### config.mk
export PLATFORM = sky130hd
export DESIGN_NAME = decision_seq
export DESIGN_NICKNAME = d
export VERILOG_FILES = /design/src/rtl/decision_seq.sv
export SDC_FILE = /design/constraint.sdc
export NUM_CORES = 1
export LEC_CHECK = 0
export CORE_MARGIN = 2
export CORE_UTILIZATION = 30
export CTS_CLUSTER_SIZE = 24
export DETAILED_ROUTE_END_ITERATION = 7
export GPL_ROUTABILITY_DRIVEN = 1
export PLACE_DENSITY = 0.58
export SLEW_MARGIN = 20
export SYNTH_ARGS = -nofsm -noshare
export SYNTH_HDL_FRONTEND = slang
export SYNTH_SLANG_ARGS = --single-unit
export TNS_END_PERCENT = 100
### constraint.sdc
create_clock -name clk -period 4.9 [get_ports clk]
set_clock_uncertainty 0.05 [all_clocks]
set_input_delay 1.225 -clock clk [delete_from_list [all_inputs] [get_ports clk]]
set_output_delay 1.225 -clock clk [all_outputs]
set_load 0.02 [all_outputs]
### src/rtl/decision_seq.sv
// Sequencer that issues each stored (x1,x2,x3) triple to the decision classifier and records the class codes.
// Per vector: ISSUE until y_valid_i or TIMEOUT cycles elapse, then one GAP cycle with start_o low.
module decision_seq #(
  parameter int DEPTH   = 4,
  parameter int AW      = 2,
  parameter int TIMEOUT = 15,
  parameter int CW      = 3
) (
  input  logic          clk,
  input  logic          reset,
  input  logic          load_en_i,
  input  logic [AW-1:0] load_addr_i,
  input  logic [7:0]    load_x1_i,
  input  logic [7:0]    load_x2_i,
  input  logic [7:0]    load_x3_i,
  input  logic          run_i,
  output logic [7:0]    x1_o,
  output logic [7:0]    x2_o,
  output logic [7:0]    x3_o,
  output logic          start_o,
  input  logic [7:0]    y_i,
  input  logic          y_valid_i,
  output logic          busy_o,
  output logic          done_o,
  output logic          timeout_o,
  input  logic [AW-1:0] rd_addr_i,
  output logic [7:0]    result_o,
  output logic [CW-1:0] cnt_y1_o,
  output logic [CW-1:0] cnt_y2_o,
  output logic [CW-1:0] cnt_y3_o,
  output logic [CW-1:0] cnt_y4_o,
  output logic [CW-1:0] err_cnt_o
);

  localparam int WW = $clog2(TIMEOUT + 1);

  typedef enum logic [1:0] {IDLE, ISSUE, GAP, DONE} state_t;

  state_t        state;
  logic [AW-1:0] idx;
  logic [WW-1:0] wait_cnt;
  logic [7:0]    vec_x1 [DEPTH];
  logic [7:0]    vec_x2 [DEPTH];
  logic [7:0]    vec_x3 [DEPTH];
  logic [7:0]    result [DEPTH];
  logic [CW-1:0] cnt_y  [4];
  logic [CW-1:0] err_cnt;

  assign result_o  = result[rd_addr_i];
  assign cnt_y1_o  = cnt_y[0];
  assign cnt_y2_o  = cnt_y[1];
  assign cnt_y3_o  = cnt_y[2];
  assign cnt_y4_o  = cnt_y[3];
  assign err_cnt_o = err_cnt;

  // The vector table survives reset so a pass can be rerun after an abort.
  always_ff @(posedge clk) begin
    if (load_en_i && !busy_o) begin
      vec_x1[load_addr_i] <= load_x1_i;
      vec_x2[load_addr_i] <= load_x2_i;
      vec_x3[load_addr_i] <= load_x3_i;
    end
  end

  always_ff @(posedge clk) begin
    if (reset) begin
      state     <= IDLE;
      idx       <= '0;
      wait_cnt  <= '0;
      start_o   <= 1'b0;
      busy_o    <= 1'b0;
      done_o    <= 1'b0;
      timeout_o <= 1'b0;
      x1_o      <= '0;
      x2_o      <= '0;
      x3_o      <= '0;
      err_cnt   <= '0;
      for (int i = 0; i < DEPTH; i++) result[i] <= 8'h00;
      for (int k = 0; k < 4; k++) cnt_y[k] <= '0;
    end else begin
      case (state)
        IDLE, DONE: begin
          if (run_i) begin
            state     <= ISSUE;
            idx       <= '0;
            wait_cnt  <= '0;
            start_o   <= 1'b1;
            busy_o    <= 1'b1;
            done_o    <= 1'b0;
            timeout_o <= 1'b0;
            x1_o      <= vec_x1[0];
            x2_o      <= vec_x2[0];
            x3_o      <= vec_x3[0];
            err_cnt   <= '0;
            for (int i = 0; i < DEPTH; i++) result[i] <= 8'h00;
            for (int k = 0; k < 4; k++) cnt_y[k] <= '0;
          end
        end
        ISSUE: begin
          // A response arriving on the last wait cycle still beats the timeout.
          if (y_valid_i) begin
            result[idx] <= y_i;
            case (y_i)
              8'h01, 8'h02, 8'h03, 8'h04:
                cnt_y[2'(y_i - 8'd1)] <= cnt_y[2'(y_i - 8'd1)] + 1'b1;
              default: err_cnt <= err_cnt + 1'b1;
            endcase
            start_o <= 1'b0;
            state   <= GAP;
          end else if (wait_cnt == WW'(TIMEOUT - 1)) begin
            result[idx] <= 8'hFF;
            err_cnt     <= err_cnt + 1'b1;
            timeout_o   <= 1'b1;
            start_o     <= 1'b0;
            state       <= GAP;
          end else begin
            wait_cnt <= wait_cnt + 1'b1;
          end
        end
        GAP: begin
          wait_cnt <= '0;
          if (idx == AW'(DEPTH - 1)) begin
            state  <= DONE;
            done_o <= 1'b1;
            busy_o <= 1'b0;
          end else begin
            idx     <= idx + 1'b1;
            x1_o    <= vec_x1[idx + 1'b1];
            x2_o    <= vec_x2[idx + 1'b1];
            x3_o    <= vec_x3[idx + 1'b1];
            start_o <= 1'b1;
            state   <= ISSUE;
          end
        end
        default: state <= IDLE;
      endcase
    end
  end

endmodule

== Word-level counts from Yosys, hierarchy flattened ==
Memory sizes are Yosys's and may differ from the RTL's.
Cells that the tools add are included.

* Add/subtract/negate cells: 5
* Bitwise gates (word level): 9
* Muxes and demuxes: 76
* Eq/ne operators: 17
* Reduce and logical (&&, ||, !) cells: 16

{| class="wikitable"
|+ Operators with widths
! operator !! count
|-
| $mux W8 || 12
|-
| $pmux W8 S2 || 3
|-
| $mux W1 || 33
|-
| $mux W3 || 9
|-
| $eq A8 B2 Y1 const B || 2
|-
| $mux W2 || 8
|-
| $mux W4 || 3
|-
| $ne A2 B2 Y1 const B || 6
|-
| $pmux W4 S3 || 1
|-
| $reduce_and A3 Y1 || 4
|-
| $or A1 B1 Y1 || 9
|-
| $eq A8 B1 Y1 const B || 1
|-
| $eq A8 B3 Y1 const B || 1
|-
| $reduce_and A4 Y1 || 2
|-
| $reduce_or A8 Y1 || 1
|-
| $add A3 B1 Y3 const B || 2
|-
| $eq A2 B2 Y1 const B || 3
|-
| $ne A3 B3 Y1 const B || 2
|-
| $pmux W1 S2 || 3
|-
| $pmux W2 S3 || 1
|-
| $pmux W3 S2 || 1
|-
| $add A4 B1 Y4 const B || 1
|-
| $eq A4 B4 Y1 const B || 1
|-
| $pmux W2 S2 || 1
|-
| 12 further kinds || 13
|}

* Output and inout bits: 51
* Input bits: 41
* Register bits: 39
* Logic and storage cells: 139
* Memories kept: 5
* RAM bits: 140

{| class="wikitable"
|+ Memories
! memory !! depth !! bits a word !! read ports !! clocked after Yosys merged registers in !! wr ports !! line !! source
|-
| result || 4 || 8 || 1 || 0 || 4 || 45 || <nowiki>logic [7:0] result [DEPTH];</nowiki>
|-
| vec_x1 || 4 || 8 || 2 || 0 || 1 || 42 || <nowiki>logic [7:0] vec_x1 [DEPTH];</nowiki>
|-
| vec_x2 || 4 || 8 || 2 || 0 || 1 || 43 || <nowiki>logic [7:0] vec_x2 [DEPTH];</nowiki>
|-
| vec_x3 || 4 || 8 || 2 || 0 || 1 || 44 || <nowiki>logic [7:0] vec_x3 [DEPTH];</nowiki>
|-
| cnt_y || 4 || 3 || 5 || 0 || 4 || 46 || <nowiki>logic [CW-1:0] cnt_y [4];</nowiki>
|}

== Longest topological paths before layout ==
Gate-level depths: netlist (run 1).

* Word-level depth: 9
* Gate-level depth with buffers: 9
* Depth with buffers taken out: 6

== Worst setup path before layout (run 1) ==
No wires, ideal clock.

* Kind: input-to-reg
* Start: input load_en_i
* End: memory vec_x1[0][0] (enable)
* Arrival: 3.254 ns
* Buffers on the path: 0
* Slack: 1.155 ns
* Stages: 2
* Data required time: 4.409 ns
* Path through: nor2b_1 > nor3b_1

* Longest elaborated chain between the ends: 3

{| class="wikitable"
|+ RTL lines
! element !! line !! source
|-
| from (decl) || 11 || <nowiki>input logic load_en_i,</nowiki>
|-
| $logic_and A1 B1 Y1 || 58 || <nowiki>if (load_en_i && !busy_o) begin</nowiki>
|-
| $mux W1 || 58 ||
|-
| $mux W1 (not written as such) || 59 || <nowiki>vec_x1[load_addr_i] <= load_x1_i;</nowiki>
|-
| to (decl) || 42 ||
|}

Every way passes these cells.

== Worst setup path after layout (run 1) ==
* Start: input rd_addr_i[0]
* End: output result_o[4]

* Longest elaborated chain between the ends: 1

{| class="wikitable"
|+ RTL lines
! element !! line !! source
|-
| from (decl) || 26 || <nowiki>input logic [AW-1:0] rd_addr_i,</nowiki>
|-
| $mem_v2 Z4 W8 || -- ||
|-
| to (decl) || 27 || <nowiki>output logic [7:0] result_o,</nowiki>
|}

Every way passes these cells.

==> flow_summary.json, run 1 <==
{
  "grt_usage_pct": 13.4,
  "antenna_found_initial": 0,
  "grt_setup_unrepaired": "no",
  "grt_pass1_vias": 4788,
  "nets": 670,
  "placed_area_mm2": 0.00860,
  "dr.pass1.iters": 5,
  "yosysTopAreaCell": "edfxtp_1",
  "grt_pass1_wl_mm": 26.2,
  "path_cells": "clkdlybuf4s50_1 > mux4_2 > clkdlybuf4s50_1",
  "synthFlopType": "edfxtp_1",
  "hold_violations": 0,
  "synth-edff-count": 140,
  "slew_violations": 0,
  "drt_wl_total_mm": 16.5,
  "drt-initial-drc-count": 265,
  "rows": 57,
  "dp_cells": 919,
  "min_period_ns": 4.40,
  "io_pins": 92,
  "dp_hpwl_mm": 11.0,
  "p_per_area_mw_per_mm2": 367,
  "setup_slack_ns": 0.503,
  "vdd_ir_drop_max_mv": 0.172,
  "dieWidth_um": 160,
  "crit_fanout": 8,
  "path_class": "input port to output pin",
  "core_mm2": 0.0242,
  "path_clk_slew_ns": 0.06,
  "final_area_mm2": 0.00915,
  "synth.distinct_cells": 48,
  "synthTopCellsByArea": "edfxtp_1 57%, dfxtp_1 11%, a32o_1 3.5%, mux2_2 3.5%, mux4_2 3.4%",
  "start_util_pct": 30.4,
  "die_area_mm2": 0.0258,
  "r2r_slack_ns": 1.78,
  "fin_setup_tns_ns": 0,
  "status": "finished, final reports clean",
  "crit_family": "buffers and inverters",
  "postCtsSetupRepairBufs": 0,
  "grt_max_degree": 34,
  "port_buffers": 91,
  "final_cells": 951,
  "cts.sinks": 179,
  "synth-seq-cells": 179,
  "start_kind": "input port",
  "insertion_delay_ns": 0.42,
  "synthCells": 521,
  "hold_buffers": 0,
  "dp_slack_ns": 0.485,
  "worst_setup_path_end_kind": "output pin",
  "cp_common_cell": "clkdlybuf4s50_1",
  "clock.fmax_mhz": 227,
  "place_congestion": 0.738,
  "clockBufferDepth": 2,
  "final_common_cell": "edfxtp_1",
  "path_buf_inv": 2,
  "cap_violations": 0,
  "final_util_pct": 37.8,
  "synth.top_cell.area_share_pct": 57.2,
  "tightest_slew_ns": 1.01,
  "die_y_um": 160,
  "cpPeakStageDelay_ns": 0.78,
  "synth.yosys.seq_area_share_pct": 67.9,
  "yosysWarnings": 0,
  "cts_root_buf": "clkbuf_16",
  "cts_buffers": 17,
  "relSlewSlack_pct": 32.7,
  "arrival_ns": 3.12,
  "syn_area_mm2": 0.00735,
  "cts_resized": 0,
  "htree_levels": 4,
  "cts_tree": "yes",
  "wl_per_cell_um": 17.4,
  "crit_slowest_cell": "clkdlybuf4s50_1",
  "vias": 4493,
  "syn_avg_cell_area_um2": 14.1,
  "setup_viol": 0,
  "hold_path.class": "flip-flop to flip-flop",
  "syn_to_final_growth_pct": 24.5,
  "n_antenna_cell": 0,
  "layout_common_cells": "140 x edfxtp_1, 91 x clkdlybuf4s50_1, 63 x nor2_1",
  "overflow": 0,
  "p_leak_nw": 3.13,
  "drcViolationCount": 0,
  "drive_gt1_share_pct": 13.7,
  "crit_required_ns": 3.62,
  "finalCritPeriodShare_pct": 89.7,
  "routed_via_density": 4.72,
  "syn-num-nets": 577,
  "async_reset_ff_share_pct": 0,
  "antenna_left": 0
}
[report_power, final]
group | internal (W) | switching (W) | total, W
combinational | 0.000159 | 0.000193 | 0.000352
clock | 0.000693 | 0.000568 | 0.00126
sequential | 0.00171 | 0.0000308 | 0.00175
[worst paths after layout]
kind | endpoint | startpoint | depth (start not counted)
worst max-delay path | result_o[4] | rd_addr_i[0] | 3
worst min-delay path | x3_o[0] | x3_o[0] | 1
worst max register to register | x1_o[1] | idx[1] | 6
worst min register to register | x3_o[0] | x3_o[0] | 1
[state kept, by name, indices dropped and copies added (netlist names), 3 cells and up]
register / cells
x1_o: 8
cnt_y: 12
vec_x3: 32
result: 32
wait_cnt: 4
x2_o: 8
x3_o: 8
vec_x1: 32
err_cnt_o: 3
vec_x2: 32
[metal layers]
layer | wire (um) | vias up | global-route usage [%]
met1 | 7150 | 2216 | 15.8
li1 | - | 2134 | -
met2 | 8430 | 130 | 23.4
met4 | 194 | 0 | 4.22
met5 | 0 | - | 0
met3 | 777 | 13 | 3.95
[area by class of cell]
class                      instances  area, um2
fill                            2278      15000
sequential                       179       4980
multi-input combinational        303       2180
timing repair buffer             100        978
clock buffer                      22        474
tap                              324        405
clock inverter                    10       73.8
inverter                          13       48.8
[cells by family after synthesis]
| kind of cell | share of synthesized area (%) |
|---|---|
| buffers and inverters | 2.52 |
| XOR/XNOR | 0.477 |
| multiplexers | 7.44 |
| adder cells (fa/ha/maj) | 2.55 |
| AO/OA/AOI/OAI | 7.73 |
| flip-flops | 67.9 |
| AND/OR/NAND/NOR | 11.4 |
[cells in the mapped netlist, types with 2 or more instances]
| master | count |
|---|---|
| edfxtp_1 | 140 |
| nor2_1 | 64 |
| nand2_1 | 46 |
| dfxtp_1 | 39 |
| a32o_1 | 26 |
| nand2b_1 | 26 |
| mux2_2 | 23 |
| o22ai_1 | 22 |
| ha_1 | 15 |
| clkbuf_1 | 13 |
| inv_1 | 11 |
| mux4_2 | 11 |
| a21oi_1 | 9 |
| buf_2 | 7 |
| nand3_1 | 7 |
| o21ai_0 | 6 |
| nor2b_1 | 5 |
| nor3_1 | 5 |
| mux2i_1 | 4 |
| xnor2_1 | 4 |
| a211oi_1 | 3 |
| and3_1 | 3 |
| buf_6 | 3 |
| and3b_1 | 2 |
| buf_4 | 2 |
| inv_2 | 2 |
| nand3b_1 | 2 |
[through the flow]
step / total power, W / hold slack (ns)
2_1_floorplan: 0.00197 / 0.433
3_3_place_gp: 0.00212 / 0.405
6_report: 0.00336 / 0.412
4_1_cts: 0.00340 / 0.417
3_5_place_dp: 0.00214 / 0.403
5_1_grt: 0.00350 / 0.434
Power figures use the tool's default switching activity.
==> inputs of run 2 (changes only) <==
==> constraint.sdc (replaced) <==
create_clock -name clk -period 4.9 [get_ports clk]
set_clock_uncertainty 0.05 [all_clocks]
set_input_delay 0.98 -clock clk [delete_from_list [all_inputs] [get_ports clk]]
set_output_delay 0.98 -clock clk [all_outputs]
set_load 0.02 [all_outputs]
==> run 2 against run 1 <==
Worst setup slack better by 0.49 ns; register-to-register slack better by 0.04 ns; first-iteration DRC count up 11%; die area did not move; worst hold slack gained 0.0075 ns; sequential cell count stayed put; wire length is 0.25% lower; global-route usage down 0.22 points; core utilization decreased by 0.083 points; clock power barely moved; cell area shrank 0.22%; fmax is 13% higher; largest power group unchanged; highest routed layer unchanged.
==> flow_summary.json, run 2 (synthesis results as in run 1) <==
{
  "status": "finished, final reports clean",
  "cts_tree": "yes",
  "r2r_end": "x3_o[6]",
  "drcViolationCount": 0,
  "vdd_ir_drop_max_mv": 0.189,
  "endpoint": "result_o[2]",
  "arrival_ns": 2.88,
  "cts_buffers": 17,
  "p_leak_nw": 3.12,
  "reg2regPathDepth": 6,
  "insertion_delay_ns": 0.42,
  "hold_buffers": 0,
  "routed_via_density": 4.77,
  "rows": 57,
  "antenna_found_initial": 0,
  "cts_root_buf": "clkbuf_16",
  "cts_resized": 0,
  "port_buffers": 91,
  "postCtsSetupRepairBufs": 0,
  "setup_viol": 0,
  "finalCritPeriodShare_pct": 79.7,
  "clock.fmax_mhz": 256,
  "vias": 4537,
  "place_congestion": 0.747,
  "hold_violations": 0,
  "die_y_um": 160,
  "seq_area_mm2": 0.00498,
  "grt_pass1_vias": 4749,
  "cap_violations": 0,
  "hold_ws_ns": 0.419,
  "htree_levels": 4,
  "grt_usage_pct": 13.1,
  "clockBufferDepth": 2,
  "p_per_area_mw_per_mm2": 365,
  "r2r_slack_ns": 1.82,
  "dp_hpwl_mm": 10.9,
  "crit_fanout": 8,
  "start_util_pct": 30.4,
  "nets": 670,
  "final_util_pct": 37.8,
  "n_antenna_cell": 0,
  "grt_setup_unrepaired": "no",
  "dieWidth_um": 160,
  "final_common_cell": "edfxtp_1",
  "die_area_mm2": 0.0258,
  "drt_wl_total_mm": 16.5,
  "dr.pass1.iters": 5,
  "hold_path.class": "flip-flop to flip-flop",
  "fillerInstances": 2282,
  "fin_setup_tns_ns": 0,
  "worstReg2RegStart": "idx[1]",
  "multi_input_area_mm2": 0.00218,
  "worst_setup_path_end_kind": "output pin",
  "start_kind": "input port",
  "relSlewSlack_pct": 32.7,
  "min_period_ns": 3.91,
  "slew_violations": 0,
  "path_class": "input port to output pin",
  "cts.sinks": 179,
  "tightest_slew_ns": 1.01,
  "drt-initial-drc-count": 293,
  "antenna_left": 0,
  "syn_to_final_growth_pct": 24.3,
  "grt_pass1_wl_mm": 25.8,
  "core_mm2": 0.0242,
  "drive_gt1_share_pct": 13.7,
  "layout_common_cells": "140 x edfxtp_1, 91 x clkdlybuf4s50_1, 63 x nor2_1",
  "io_pins": 92,
  "grt_max_degree": 34,
  "overflow": 0,
  "crit_start": "rd_addr_i[0]",
  "crit_required_ns": 3.87,
  "wl_per_cell_um": 17.4,
  "path_clk_slew_ns": 0.07
}
## run 2: cell count changes in the layout (fill, tap and decap cells not counted)
| cell | delta |
|---|---|
| clkinv_1 | +1 |
| clkbuf_8 | -2 |
| clkinv_4 | -1 |
| clkinv_2 | +2 |
| inv_6 | -1 |
| clkinvlp_4 | +2 |
| clkbuf_1 | -1 |
## run 2: area by class of cell
type,count,area share [%]
timing repair buffer,100,10.7
multi-input combinational,303,23.9
inverter,13,0.535
clock buffer,19,4.85
tap,324,4.44
clock inverter,13,0.932
sequential,179,54.6
## run 2: worst max-delay path: stages
cell	delay [ns]
clkdlybuf4s50_1	0.78
mux4_2	0.57
clkdlybuf4s50_1	0.55
## run 2: power breakdown
part           switching, W  total (W)  leakage, nW  internal [W]
clock              0.000572    0.00123        0.254      0.000659
sequential        0.0000307    0.00174         1.67       0.00171
combinational      0.000193   0.000352         1.19      0.000159
## run 2: worst min-delay path by stage
| stage | startpoint | end | slack [ns] | cells past startpoint |
|---|---|---|---|---|
| 6_report | x3_o[2] | x3_o[2] | 0.42 | 1 |
| 5_1_grt | x2_o[7] | x2_o[7] | 0.45 | 1 |
| 4_1_cts | x2_o[7] | x2_o[7] | 0.42 | 1 |
| 3_5_place_dp | x2_o[7] | x2_o[7] | 0.40 | 1 |
| 3_3_place_gp | x3_o[3] | x3_o[3] | 0.41 | 1 |
| 2_1_floorplan | state[0] | state[0] | 0.43 | 2 |
## run 2: layer usage
layer,part of all wire [%],track usage (%),vias to the layer above
li1,-,-,2137
met1,44,15.6,2273
met2,51,23.9,115
met3,4.4,2.71,12
met4,1.2,4.18,0
met5,0,0,-
## run 2: stage by stage
stage / setup slack (ns) / total power, W / area (um2) / instances
after detailed placement: 0.977 / 0.00213 / 8600 / 919
final: 0.992 / 0.00333 / 9130 / 951
after CTS: 0.973 / 0.00336 / 9130 / 951
after floorplan: 1.40 / 0.00197 / 7350 / 521
after global routing: 0.872 / 0.00345 / 9130 / 951
after global placement: 0.987 / 0.00212 / 8600 / 919
==> inputs of run 3 (changes only) <==
- PLACE_DENSITY: 0.58 -> 0.6
- clock period: 4.9 -> 3.5 ns (I/O delays scaled with it)
==> run 3 against run 2 <==
Core utilization up 0.47 points; worst setup slack worse by 0.66 ns; clock power rose by 58%; cell area up 1.2%; count of clock-buffer cells in the layout decreased by 1; wire length is 2.3% lower; sequential power rose by 40%; worst hold slack barely moved; combinational power increased by 40%; via count hardly changed; critical path depth grew 1; sequential cell count unchanged; critical path type unchanged; largest cell class unchanged; largest power group unchanged.
==> flow_summary.json, run 3 (synthesis results as in run 1) <==
{
  "die_area_mm2": 0.0258,
  "crit_start": "rd_addr_i[0]",
  "io_pins": 92,
  "dp_slack_ns": 0.323,
  "hold_path.class": "flip-flop to flip-flop",
  "crit_required_ns": 2.75,
  "routed_via_density": 4.75,
  "path_class": "input port to output pin",
  "finalCritPeriodShare_pct": 90.6,
  "min_period_ns": 3.17,
  "place_congestion": 0.778,
  "crit_slowest_cell": "clkdlybuf4s50_1",
  "min-delay-start": "x1_o[3]",
  "cpPeakStageDelay_ns": 0.55,
  "cts_root_buf": "clkbuf_16",
  "drt-initial-drc-count": 340,
  "die_y_um": 160,
  "crit_cells": 4,
  "dp_hpwl_mm": 10.7,
  "p_leak_nw": 3.17,
  "cap_violations": 0,
  "path_clk_slew_ns": 0.07,
  "layout_common_cells": "140 x edfxtp_1, 91 x clkdlybuf4s50_1, 63 x nor2_1",
  "antenna_left": 0,
  "arrival_ns": 2.42,
  "n_antenna_cell": 0,
  "drcViolationCount": 0,
  "r2r_end": "x2_o[2]",
  "dieWidth_um": 160,
  "worstReg2RegStart": "idx[1]",
  "clock.fmax_mhz": 315,
  "design_power_total_w": 0.00487,
  "final_util_pct": 38.2,
  "dr.pass1.iters": 5,
  "endpoint": "result_o[1]",
  "drive_gt1_share_pct": 14.7,
  "path_cells": "clkdlybuf4s50_1 > buf_4 > mux4_2 > clkdlybuf4s50_1",
  "final_common_cell": "edfxtp_1",
  "cp_common_cell": "clkdlybuf4s50_1",
  "vias": 4539,
  "crit_family": "buffers and inverters",
  "postCtsSetupRepairBufs": 0,
  "port_buffers": 91,
  "setup_viol": 0,
  "worst_setup_path_end_kind": "output pin",
  "cts_resized": 0,
  "syn_to_final_growth_pct": 25.8,
  "setup_slack_ns": 0.327,
  "relSlewSlack_pct": 38.8,
  "grt_max_degree": 34,
  "nets": 675,
  "slew_violations": 0,
  "cts_buffers": 17,
  "grt_pass1_vias": 4761,
  "fin_setup_tns_ns": 0,
  "crit_fanout": 8,
  "grt_setup_unrepaired": "no",
  "grt_usage_pct": 12.9,
  "htree_levels": 4,
  "reg2regPathDepth": 7,
  "path_buf_inv": 3,
  "clockBufferDepth": 2,
  "grt_pass1_wl_mm": 25.6,
  "hold_violations": 0,
  "p_per_area_mw_per_mm2": 527,
  "hold_ws_ns": 0.419,
  "drt_wl_total_mm": 16.1,
  "start_util_pct": 30.4,
  "core_mm2": 0.0242,
  "overflow": 0,
  "hold_buffers": 0,
  "status": "finished, final reports clean",
  "wl_per_cell_um": 16.9,
  "insertion_delay_ns": 0.42,
  "tightest_slew_ns": 0.915,
  "vdd_ir_drop_max_mv": 0.302,
  "cts_tree": "yes",
  "r2r_slack_ns": 0.69,
  "cts.sinks": 179,
  "rows": 57,
  "antenna_found_initial": 0,
  "start_kind": "input port"
}
## run 3: per-layer routing
| metal | vias up | share of wire, % | wire length, um | global-route usage [%] |
|---|---|---|---|---|
| li1 | 2143 | - | - | - |
| met5 | - | 0 | 0 | 0 |
| met2 | 122 | 51 | 8210 | 23.0 |
| met4 | 0 | 1.5 | 245 | 3.60 |
| met1 | 2253 | 43 | 6900 | 15.4 |
| met3 | 21 | 4.8 | 773 | 3.46 |
## run 3: through the flow
| stage | instance area [um2] | cells |
|---|---|---|
| floorplan | 7350 | 521 |
| global placement | 8640 | 924 |
| detailed placement | 8640 | 924 |
| CTS | 9240 | 956 |
| global route | 9240 | 956 |
| finish | 9240 | 956 |
## run 3: cell type report
| cell class | instances | area, um2 |
|---|---|---|
| fill | 2274 | 14900 |
| sequential | 179 | 4980 |
| multi-input combinational | 303 | 2180 |
| timing repair buffer | 105 | 1020 |
| clock buffer | 18 | 429 |
| tap | 324 | 405 |
| clock inverter | 14 | 174 |
| inverter | 13 | 48.8 |
## run 3: worst min path at each step
stage / endpoint / slack (ns) / depth (start not counted)
floorplan: state[0] / 0.43 / 2
detailed placement: x1_o[2] / 0.41 / 1
CTS: x1_o[2] / 0.42 / 1
global placement: x3_o[3] / 0.41 / 1
finish: x1_o[3] / 0.42 / 1
global route: x1_o[2] / 0.44 / 1
## run 3: worst reg2reg max path, cell delays in order, from the launching register on
cell and delay [ns]:
dfxtp_1 0.41, inv_1 0.08, ha_1 0.57, buf_4 0.29
nand2_1 0.55, o22ai_1 0.42, nand2_1 0.09, a32o_1 0.26
## run 3: where the power goes
| part | leakage [nW] | switching (W) | internal, W |
|---|---|---|---|
| registers | 1.67 | 0.0000434 | 0.00240 |
| clock network | 0.284 | 0.000807 | 0.00113 |
| logic | 1.22 | 0.000267 | 0.000226 |
| total | 3.17 | 0.00112 | 0.00376 |
